--- config.mk ---
export PLATFORM = sky130hd
export DESIGN_NAME = merger_tree_p1_16in
export DESIGN_NICKNAME = d
export VERILOG_FILES = /design/src/rtl/merger_tree_p1_16in_pkg.sv /design/src/rtl/merger_node.sv /design/src/rtl/merger_tree_p1_16in.sv
export SDC_FILE = /design/constraint.sdc
export NUM_CORES = 2
export LEC_CHECK = 0
export BUFFER_PORTS_ARGS = -buffer_cell sky130_fd_sc_hd__buf_4
export CELL_PAD_IN_SITES_DETAIL_PLACEMENT = 0
export CELL_PAD_IN_SITES_GLOBAL_PLACEMENT = 1
export CORE_MARGIN = 2
export CORE_UTILIZATION = 30
export CTS_BUF_LIST = sky130_fd_sc_hd__clkbuf_8
export CTS_CLUSTER_DIAMETER = 150
export DETAILED_ROUTE_END_ITERATION = 6
export PLACE_DENSITY_LB_ADDON = 0.12
export SLEW_MARGIN = 20
export SYNTH_ARGS = -nofsm -noshare
export SYNTH_HDL_FRONTEND = slang
export SYNTH_SLANG_ARGS = --single-unit
--- constraint.sdc ---
create_clock -name i_clk -period 9.6 [get_ports i_clk]
set_input_delay 0.96 -clock i_clk [delete_from_list [all_inputs] [get_ports i_clk]]
set_output_delay 0.96 -clock i_clk [all_outputs]
set_load 0.02 [all_outputs]
--- src/rtl/merger_tree_p1_16in_pkg.sv ---
// Purpose : shared constants and helpers for the 16-input merge tree.
// Latency : n/a (package only).
// Backpr. : n/a. Contents: key width, leaf count, level count, terminator, node buffer depth.
package merger_tree_p1_16in_pkg;

    localparam int DATA_W         = 32;
    localparam int NUM_IN         = 16;
    localparam int LEVELS         = 4;
    localparam int NODE_BUF_DEPTH = 2;

    typedef logic [DATA_W-1:0] key_t;

    localparam key_t TERMINATOR = 32'd0;

    function automatic logic is_term(input key_t k);
        return (k == TERMINATOR);
    endfunction

endpackage

--- src/rtl/merger_node.sv ---
// Purpose : 2-to-1 merge node with a 2-entry output buffer (FIFO order).
// Latency : 1 cycle from a head pop to the item appearing at out_vld_o/out_dat_o.
// Backpr. : fires only with both heads valid and buffer space (free slot or pop this cycle).
// Ports   : clk_i/rst_ni clock and async active-low reset; en_i global enable;
//           a_*/b_* left/right heads with valid and pop; out_pop_i downstream pop;
//           out_vld_o/out_dat_o buffer head.
module merger_node
    import merger_tree_p1_16in_pkg::*;
(
    input  logic clk_i,
    input  logic rst_ni,
    input  logic en_i,
    input  logic a_vld_i,
    input  key_t a_dat_i,
    input  logic b_vld_i,
    input  key_t b_dat_i,
    output logic a_pop_o,
    output logic b_pop_o,
    input  logic out_pop_i,
    output logic out_vld_o,
    output key_t out_dat_o
);

    localparam logic [1:0] DEPTH = 2'(NODE_BUF_DEPTH);

    logic [1:0] cnt_q, cnt_d;
    key_t       buf0_q, buf0_d;
    key_t       buf1_q, buf1_d;
    logic       space;
    logic       fire;
    key_t       emit;

    // Merge decision: terminators act as "run exhausted" on that side, so the
    // other side drains first; a single 0 is emitted once both sides are done.
    always_comb begin
        a_pop_o = 1'b0;
        b_pop_o = 1'b0;
        emit    = TERMINATOR;
        space   = (cnt_q < DEPTH) || out_pop_i;
        fire    = en_i && a_vld_i && b_vld_i && space;
        if (fire) begin
            if (is_term(a_dat_i) && is_term(b_dat_i)) begin
                emit    = TERMINATOR;
                a_pop_o = 1'b1;
                b_pop_o = 1'b1;
            end else if (is_term(a_dat_i)) begin
                emit    = b_dat_i;
                b_pop_o = 1'b1;
            end else if (is_term(b_dat_i)) begin
                emit    = a_dat_i;
                a_pop_o = 1'b1;
            end else if (a_dat_i <= b_dat_i) begin
                // tie goes to the left head
                emit    = a_dat_i;
                a_pop_o = 1'b1;
            end else begin
                emit    = b_dat_i;
                b_pop_o = 1'b1;
            end
        end
    end

    // Two-entry buffer: buf0 is always the head. out_pop_i is only raised by
    // the consumer while out_vld_o is high.
    always_comb begin
        buf0_d = buf0_q;
        buf1_d = buf1_q;
        cnt_d  = cnt_q;
        case ({fire, out_pop_i})
            2'b10: begin
                if (cnt_q == 2'd0) buf0_d = emit;
                else               buf1_d = emit;
                cnt_d = cnt_q + 2'd1;
            end
            2'b01: begin
                buf0_d = buf1_q;
                cnt_d  = cnt_q - 2'd1;
            end
            2'b11: begin
                if (cnt_q == 2'd1) begin
                    buf0_d = emit;
                end else begin
                    buf0_d = buf1_q;
                    buf1_d = emit;
                end
            end
            default: ;
        endcase
    end

    always_ff @(posedge clk_i or negedge rst_ni) begin
        if (!rst_ni) begin
            cnt_q  <= 2'd0;
            buf0_q <= TERMINATOR;
            buf1_q <= TERMINATOR;
        end else begin
            cnt_q  <= cnt_d;
            buf0_q <= buf0_d;
            buf1_q <= buf1_d;
        end
    end

    assign out_vld_o = (cnt_q != 2'd0);
    assign out_dat_o = buf0_q;

endmodule

--- src/rtl/merger_tree_p1_16in.sv ---
// Purpose : merges run k of 16 FWFT input FIFOs into one ascending run closed by a single 0.
// Latency : leaf pop at cycle t is written at t+4 at the earliest; 1 item/cycle sustained.
// Backpr. : i_fifo_out_ready=0 fills the root buffer; stalls propagate level by level, no loss.
// Ports   : i_clk, i_rst_n (async active-low); i_fifo_k/i_fifo_k_empty heads; o_fifo_k_read pops
//           (combinational); i_fifo_out_ready, o_out_fifo_write, o_data output FIFO push.
//           Optional MERGER_TREE_TERM_COUNT_EN adds o_term_count (written terminators, wraps).
module merger_tree_p1_16in
    import merger_tree_p1_16in_pkg::*;
(
    input  logic              i_clk,
    input  logic              i_rst_n,
    input  logic [DATA_W-1:0] i_fifo_0,
    input  logic [DATA_W-1:0] i_fifo_1,
    input  logic [DATA_W-1:0] i_fifo_2,
    input  logic [DATA_W-1:0] i_fifo_3,
    input  logic [DATA_W-1:0] i_fifo_4,
    input  logic [DATA_W-1:0] i_fifo_5,
    input  logic [DATA_W-1:0] i_fifo_6,
    input  logic [DATA_W-1:0] i_fifo_7,
    input  logic [DATA_W-1:0] i_fifo_8,
    input  logic [DATA_W-1:0] i_fifo_9,
    input  logic [DATA_W-1:0] i_fifo_10,
    input  logic [DATA_W-1:0] i_fifo_11,
    input  logic [DATA_W-1:0] i_fifo_12,
    input  logic [DATA_W-1:0] i_fifo_13,
    input  logic [DATA_W-1:0] i_fifo_14,
    input  logic [DATA_W-1:0] i_fifo_15,
    input  logic              i_fifo_0_empty,
    input  logic              i_fifo_1_empty,
    input  logic              i_fifo_2_empty,
    input  logic              i_fifo_3_empty,
    input  logic              i_fifo_4_empty,
    input  logic              i_fifo_5_empty,
    input  logic              i_fifo_6_empty,
    input  logic              i_fifo_7_empty,
    input  logic              i_fifo_8_empty,
    input  logic              i_fifo_9_empty,
    input  logic              i_fifo_10_empty,
    input  logic              i_fifo_11_empty,
    input  logic              i_fifo_12_empty,
    input  logic              i_fifo_13_empty,
    input  logic              i_fifo_14_empty,
    input  logic              i_fifo_15_empty,
    input  logic              i_fifo_out_ready,
    output logic              o_fifo_0_read,
    output logic              o_fifo_1_read,
    output logic              o_fifo_2_read,
    output logic              o_fifo_3_read,
    output logic              o_fifo_4_read,
    output logic              o_fifo_5_read,
    output logic              o_fifo_6_read,
    output logic              o_fifo_7_read,
    output logic              o_fifo_8_read,
    output logic              o_fifo_9_read,
    output logic              o_fifo_10_read,
    output logic              o_fifo_11_read,
    output logic              o_fifo_12_read,
    output logic              o_fifo_13_read,
    output logic              o_fifo_14_read,
    output logic              o_fifo_15_read,
    output logic              o_out_fifo_write,
    output logic [DATA_W-1:0] o_data
`ifdef MERGER_TREE_TERM_COUNT_EN
    ,
    output logic [15:0]       o_term_count
`endif
);

    logic [NUM_IN-1:0] leaf_vld;
    logic [NUM_IN-1:0] leaf_pop;
    key_t              leaf_dat [NUM_IN];

    logic [7:0] l1_vld, l1_pop;
    key_t       l1_dat [8];
    logic [3:0] l2_vld, l2_pop;
    key_t       l2_dat [4];
    logic [1:0] l3_vld, l3_pop;
    key_t       l3_dat [2];
    logic       root_vld;
    key_t       root_dat;

    logic       run_q;
    key_t       data_q, data_d;

    assign leaf_dat[0]  = i_fifo_0;
    assign leaf_dat[1]  = i_fifo_1;
    assign leaf_dat[2]  = i_fifo_2;
    assign leaf_dat[3]  = i_fifo_3;
    assign leaf_dat[4]  = i_fifo_4;
    assign leaf_dat[5]  = i_fifo_5;
    assign leaf_dat[6]  = i_fifo_6;
    assign leaf_dat[7]  = i_fifo_7;
    assign leaf_dat[8]  = i_fifo_8;
    assign leaf_dat[9]  = i_fifo_9;
    assign leaf_dat[10] = i_fifo_10;
    assign leaf_dat[11] = i_fifo_11;
    assign leaf_dat[12] = i_fifo_12;
    assign leaf_dat[13] = i_fifo_13;
    assign leaf_dat[14] = i_fifo_14;
    assign leaf_dat[15] = i_fifo_15;

    assign leaf_vld = ~{i_fifo_15_empty, i_fifo_14_empty, i_fifo_13_empty, i_fifo_12_empty,
                        i_fifo_11_empty, i_fifo_10_empty, i_fifo_9_empty,  i_fifo_8_empty,
                        i_fifo_7_empty,  i_fifo_6_empty,  i_fifo_5_empty,  i_fifo_4_empty,
                        i_fifo_3_empty,  i_fifo_2_empty,  i_fifo_1_empty,  i_fifo_0_empty};

    assign o_fifo_0_read  = leaf_pop[0];
    assign o_fifo_1_read  = leaf_pop[1];
    assign o_fifo_2_read  = leaf_pop[2];
    assign o_fifo_3_read  = leaf_pop[3];
    assign o_fifo_4_read  = leaf_pop[4];
    assign o_fifo_5_read  = leaf_pop[5];
    assign o_fifo_6_read  = leaf_pop[6];
    assign o_fifo_7_read  = leaf_pop[7];
    assign o_fifo_8_read  = leaf_pop[8];
    assign o_fifo_9_read  = leaf_pop[9];
    assign o_fifo_10_read = leaf_pop[10];
    assign o_fifo_11_read = leaf_pop[11];
    assign o_fifo_12_read = leaf_pop[12];
    assign o_fifo_13_read = leaf_pop[13];
    assign o_fifo_14_read = leaf_pop[14];
    assign o_fifo_15_read = leaf_pop[15];

    // Nodes are held idle while reset is asserted (and for the first edge after
    // release) so no combinational leaf pop escapes while state cannot advance.
    always_ff @(posedge i_clk or negedge i_rst_n) begin
        if (!i_rst_n) run_q <= 1'b0;
        else          run_q <= 1'b1;
    end

    for (genvar j = 0; j < 8; j++) begin : g_l1
        merger_node u_node (
            .clk_i(i_clk), .rst_ni(i_rst_n), .en_i(run_q),
            .a_vld_i(leaf_vld[2*j]),   .a_dat_i(leaf_dat[2*j]),
            .b_vld_i(leaf_vld[2*j+1]), .b_dat_i(leaf_dat[2*j+1]),
            .a_pop_o(leaf_pop[2*j]),   .b_pop_o(leaf_pop[2*j+1]),
            .out_pop_i(l1_pop[j]), .out_vld_o(l1_vld[j]), .out_dat_o(l1_dat[j])
        );
    end

    for (genvar j = 0; j < 4; j++) begin : g_l2
        merger_node u_node (
            .clk_i(i_clk), .rst_ni(i_rst_n), .en_i(run_q),
            .a_vld_i(l1_vld[2*j]),   .a_dat_i(l1_dat[2*j]),
            .b_vld_i(l1_vld[2*j+1]), .b_dat_i(l1_dat[2*j+1]),
            .a_pop_o(l1_pop[2*j]),   .b_pop_o(l1_pop[2*j+1]),
            .out_pop_i(l2_pop[j]), .out_vld_o(l2_vld[j]), .out_dat_o(l2_dat[j])
        );
    end

    for (genvar j = 0; j < 2; j++) begin : g_l3
        merger_node u_node (
            .clk_i(i_clk), .rst_ni(i_rst_n), .en_i(run_q),
            .a_vld_i(l2_vld[2*j]),   .a_dat_i(l2_dat[2*j]),
            .b_vld_i(l2_vld[2*j+1]), .b_dat_i(l2_dat[2*j+1]),
            .a_pop_o(l2_pop[2*j]),   .b_pop_o(l2_pop[2*j+1]),
            .out_pop_i(l3_pop[j]), .out_vld_o(l3_vld[j]), .out_dat_o(l3_dat[j])
        );
    end

    merger_node u_root (
        .clk_i(i_clk), .rst_ni(i_rst_n), .en_i(run_q),
        .a_vld_i(l3_vld[0]), .a_dat_i(l3_dat[0]),
        .b_vld_i(l3_vld[1]), .b_dat_i(l3_dat[1]),
        .a_pop_o(l3_pop[0]), .b_pop_o(l3_pop[1]),
        .out_pop_i(o_out_fifo_write), .out_vld_o(root_vld), .out_dat_o(root_dat)
    );

    assign o_out_fifo_write = root_vld && i_fifo_out_ready;

    // o_data follows the root head; when the root is empty it keeps the last head seen.
    assign data_d = root_vld ? root_dat : data_q;
    assign o_data = data_d;

    always_ff @(posedge i_clk or negedge i_rst_n) begin
        if (!i_rst_n) data_q <= TERMINATOR;
        else          data_q <= data_d;
    end

`ifdef MERGER_TREE_TERM_COUNT_EN
    logic [15:0] term_cnt_q, term_cnt_d;

    // 16-bit add wraps 65535 -> 0 on its own.
    assign term_cnt_d = (o_out_fifo_write && is_term(root_dat)) ? term_cnt_q + 16'd1 : term_cnt_q;

    always_ff @(posedge i_clk or negedge i_rst_n) begin
        if (!i_rst_n) term_cnt_q <= 16'd0;
        else          term_cnt_q <= term_cnt_d;
    end

    assign o_term_count = term_cnt_q;
`else
    // Terminator counter not built.
`endif

endmodule

==> summary.md <==
| Metric | Value |
|---|---|
| Die area | `approximately 210,000 µm²` |
| Crit path kind | `reg -> out` |
| Syn_nets | `7,885` |
| Cell Pwr Density | `395 nW/µm²` |
| Hold Fails Final Rpt | `0` |
| Post-CTS setup buffer count | `0` |
| Synthesized flop and latch total | `between 1,000 and 1,500` |
| Largest net degree at the start of global routing | `159` |
| Static leakage | `32.9 nW` |
| Num CTS Buffers | `195` |
| Sequential area share after synthesis | `0.413` |
| CTS tree | `built` |
| FFs w/ async S/R, synth | `1.00` |
| Fin area | `between 70,000 and 80,000 µm²` |
| Die Width | `459 µm` |
| Utilization after layout | `0.357` |
| DP Worst Slack | `approximately 3.3 ns` |
| Hold path start | `i_fifo_3[7]` |
| Worst Path Arrival | `5.41 ns` |
| Cell type with the largest total area after synthesis | `dfrtp_1` |
| Yosys top cell area share | `0.413` |
| Violated checks | `DRC` |
| Fillcell total | `21,100` |
| Main synth FF type | `dfrtp_1` |
| Status | `complete, but fails checks` |
| Initial Util | `0.302` |
| Layout Skew | `about 0.049 ns` |
| Hold WS | `0.377 ns` |
| Type of origin of the critical path | `register` |
| First-pass GRT wire length | `339,000 µm` |
| Max_cap viols | `0` |
| Post-cts hold buffer count | `1` |
| Die Ht | `459 µm` |
| Post-synth EDFFs | `0` |
| Via count | `approximately 55,000` |
| Reg2Reg Capture Point | `g_l1[3].u_node.buf1_q[22]$_DFFE_PN0P_` |
| Post-layout minimum cycle time | `6.37 ns` |
| Core area | `205,000 µm²` |
| Slew Limit Fails | `0` |
| Row cnt | `around 170` |
| Top cells by count, synth | `1,023 x dfrtp_1, 741 x inv_1, 698 x nand2_1, 569 x ha_1, 550 x a22oi_1` |
| Layout net count | `8,359` |
| Maximum vdd ir drop | `0.933 mV` |
| Worst Tran Pin Value | `1.16 ns` |
| Mean Syn Cell Area | `9.14 µm²` |
| Worst min path class | `in -> reg` |
| Crit path required time | `around 8.6 ns` |
| H-tree Lvls | `4` |
| Max-slew headroom | `0.218` |
| Placed cell areas | `69,400 µm²` |
| Initial antenna violation count | `8` |
| Unrepaired setup endpoints after global routing | `false` |
| Pre-antenna DRT Iters | `7` |
| Area grow syn2layout | `18.1%` |
| Setup WS post-layout | `3.23 ns` |
| Post-route insts no fill | `10,100` |
| Total Wirelength | `222,000 µm` |
| Routed Antenna Nets | `0` |
| Total gr overflow | `0` |
| Overall routing resource usage | `0.206` |
| GP Congestion | `around 0.86` |
| Count leader, synth | `dfrtp_1` |
| CTS root buffer | `clkbuf_8` |
| FF-to-FF setup slack | `3.41 ns` |
| Top post-synthesis cells by area | `dfrtp_1 41%, ha_1 11%, a22oi_1 6.7%` |
| Setup-failing EPs final | `0` |
| Hold endpoint | `g_l1[1].u_node.buf1_q[7]$_DFFE_PN0P_` |
| Placed cells | `9,749` |
| Clk sinks | `1,023` |
| Mapped cell area | `62,000 µm²` |
| Tcrit/Tclk final | `0.664` |
| Total power | `around 29 mW` |
| FMAX | `157 MHz` |
| CP Max Fanout | `38` |
| Share of cells above drive strength 1 | `0.153` |
| Hold Path Depth | `3` |
| Clk_lat worst skew | `0.94 ns` |
| Clock Pin Slew Worst Setup and Hold Paths | `0.05 ns` |
| Worst r2r path cells | `18` |
| Synth unique cells | `74` |
| Vias per inst | `5.40` |
| DR iter-0 viols | `4,075` |
| Clock buffer depth | `3` |
| Cts repair resizes | `0` |
| Syn Inst Count | `just under 7,000` |
| Synth warn | `0` |
| Crit end category | `output pin` |
| I/O pins | `580` |
| DPL Wire Length | `162,000 µm` |
| Worst Setup SP | `u_root.cnt_q[1]$_DFFE_PN0P_` |
| Drt wl/cell | `between 20 and 25 µm` |
| Port bufs | `579` |
| Drt drc | `2` |
| Launch point of the worst reg-to-reg path | `u_root.cnt_q[1]$_DFFE_PN0P_` |
| Vias in the first global route | `53,500` |
| Final setup TNS | `0 ns` |
==> registers in the layout, summed over array words and instances (netlist names), 2 cells and up <==
signal                 flops
g_l2.u_node.buf1_q       128
g_l2.u_node.cnt_q          8
g_l3.u_node.out_dat_o     64
data_q                    32
u_root.buf1_q             32
g_l2.u_node.out_dat_o    128
g_l1.u_node.cnt_q         16
u_root.out_dat_o          32
u_root.cnt_q               2
g_l1.u_node.buf1_q       256
g_l1.u_node.out_dat_o    256
g_l3.u_node.cnt_q          4
g_l3.u_node.buf1_q        64
==> cells in the final DEF (no fill, tap or decap), types with 11 or more instances in the layout <==
cell,count
or3_1,13
o31ai_1,327
inv_1,812
a32oi_1,64
a2111oi_0,14
clkbuf_8,232
clkinv_2,11
mux2i_1,35
a22o_1,58
nand4_1,149
or2_2,25
o21a_1,22
nand3_1,90
a31oi_1,11
o21ai_0,406
a22oi_1,550
nand2_1,698
ha_1,569
a21o_1,89
xnor2_1,22
buf_4,674
nor2_1,330
nor3_1,38
nor2b_1,25
o211ai_1,25
dfrtp_1,1023
a211oi_1,30
nor4_1,255
a2bb2oi_1,34
o221ai_2,30
o221ai_1,103
a221o_1,70
a21oi_1,277
mux2_2,64
==> worst max-delay path: stages (launching register included) <==
cell      delay [ns]
dfrtp_1         0.37
inv_1           0.09
ha_1            0.15
buf_4           0.41
nand2b_4        0.27
inv_2           0.09
o21ai_1         0.38
inv_2           0.39
a31oi_1         0.25
o22a_1          0.36
a21o_1          0.38
inv_1           0.17
a21oi_1         0.82
nor2_1          0.12
buf_4           0.20
==> per-layer routing <==
metal | part of all wire | vias up | GRT usage
li1 | - | 26100 | -
met2 | 0.42 | 1330 | 0.293
met5 | 0.000059 | - | 0
met4 | 0.020 | 2 | 0.0498
met3 | 0.049 | 277 | 0.0329
met1 | 0.51 | 26800 | 0.320
==> how the worst max path moves through the flow <==
stage | endpoint
after floorplan | g_l1[4].u_node.out_dat_o[22]$_DFFE_PN0P_
after global placement | g_l1[0].u_node.out_dat_o[31]$_DFFE_PN0P_
after detailed placement | g_l2[1].u_node.out_dat_o[15]$_DFFE_PN0P_
after CTS | o_fifo_7_read
after global routing | o_fifo_7_read
final | o_fifo_7_read
==> kinds of logic after synthesis <==
| group | synth area share |
|---|---|
| other | 0.0000605 |
| DFF | 0.413 |
| and+or+nand+nor | 0.126 |
| muxes | 0.0174 |
| adders and majority gates | 0.115 |
| buffers and inverters | 0.0704 |
| AOI/OAI and AO/OA | 0.254 |
| xor gates and xnor gates | 0.00424 |
==> power breakdown <==
part           switching [mW]  total (mW)  internal, mW
Combinational            12.7        17.8          5.14
Sequential               1.29        6.84          5.55
Clock                    1.96        4.31          2.36
==> cell type report <==
type	instances	area, µm²	share of cell area
Antenna cell	3	7.51	0.000103
Clock buffer	232	3190	0.0436
Sequential cell	1023	25600	0.350
Tap cell	2688	3360	0.0459
Timing Repair Buffer	681	5180	0.0708
Inverter	747	2800	0.0383
Clock inverter	102	647	0.00883
Multi-Input combinational cell	4611	32400	0.443
(Power assumes the default switching activity.)
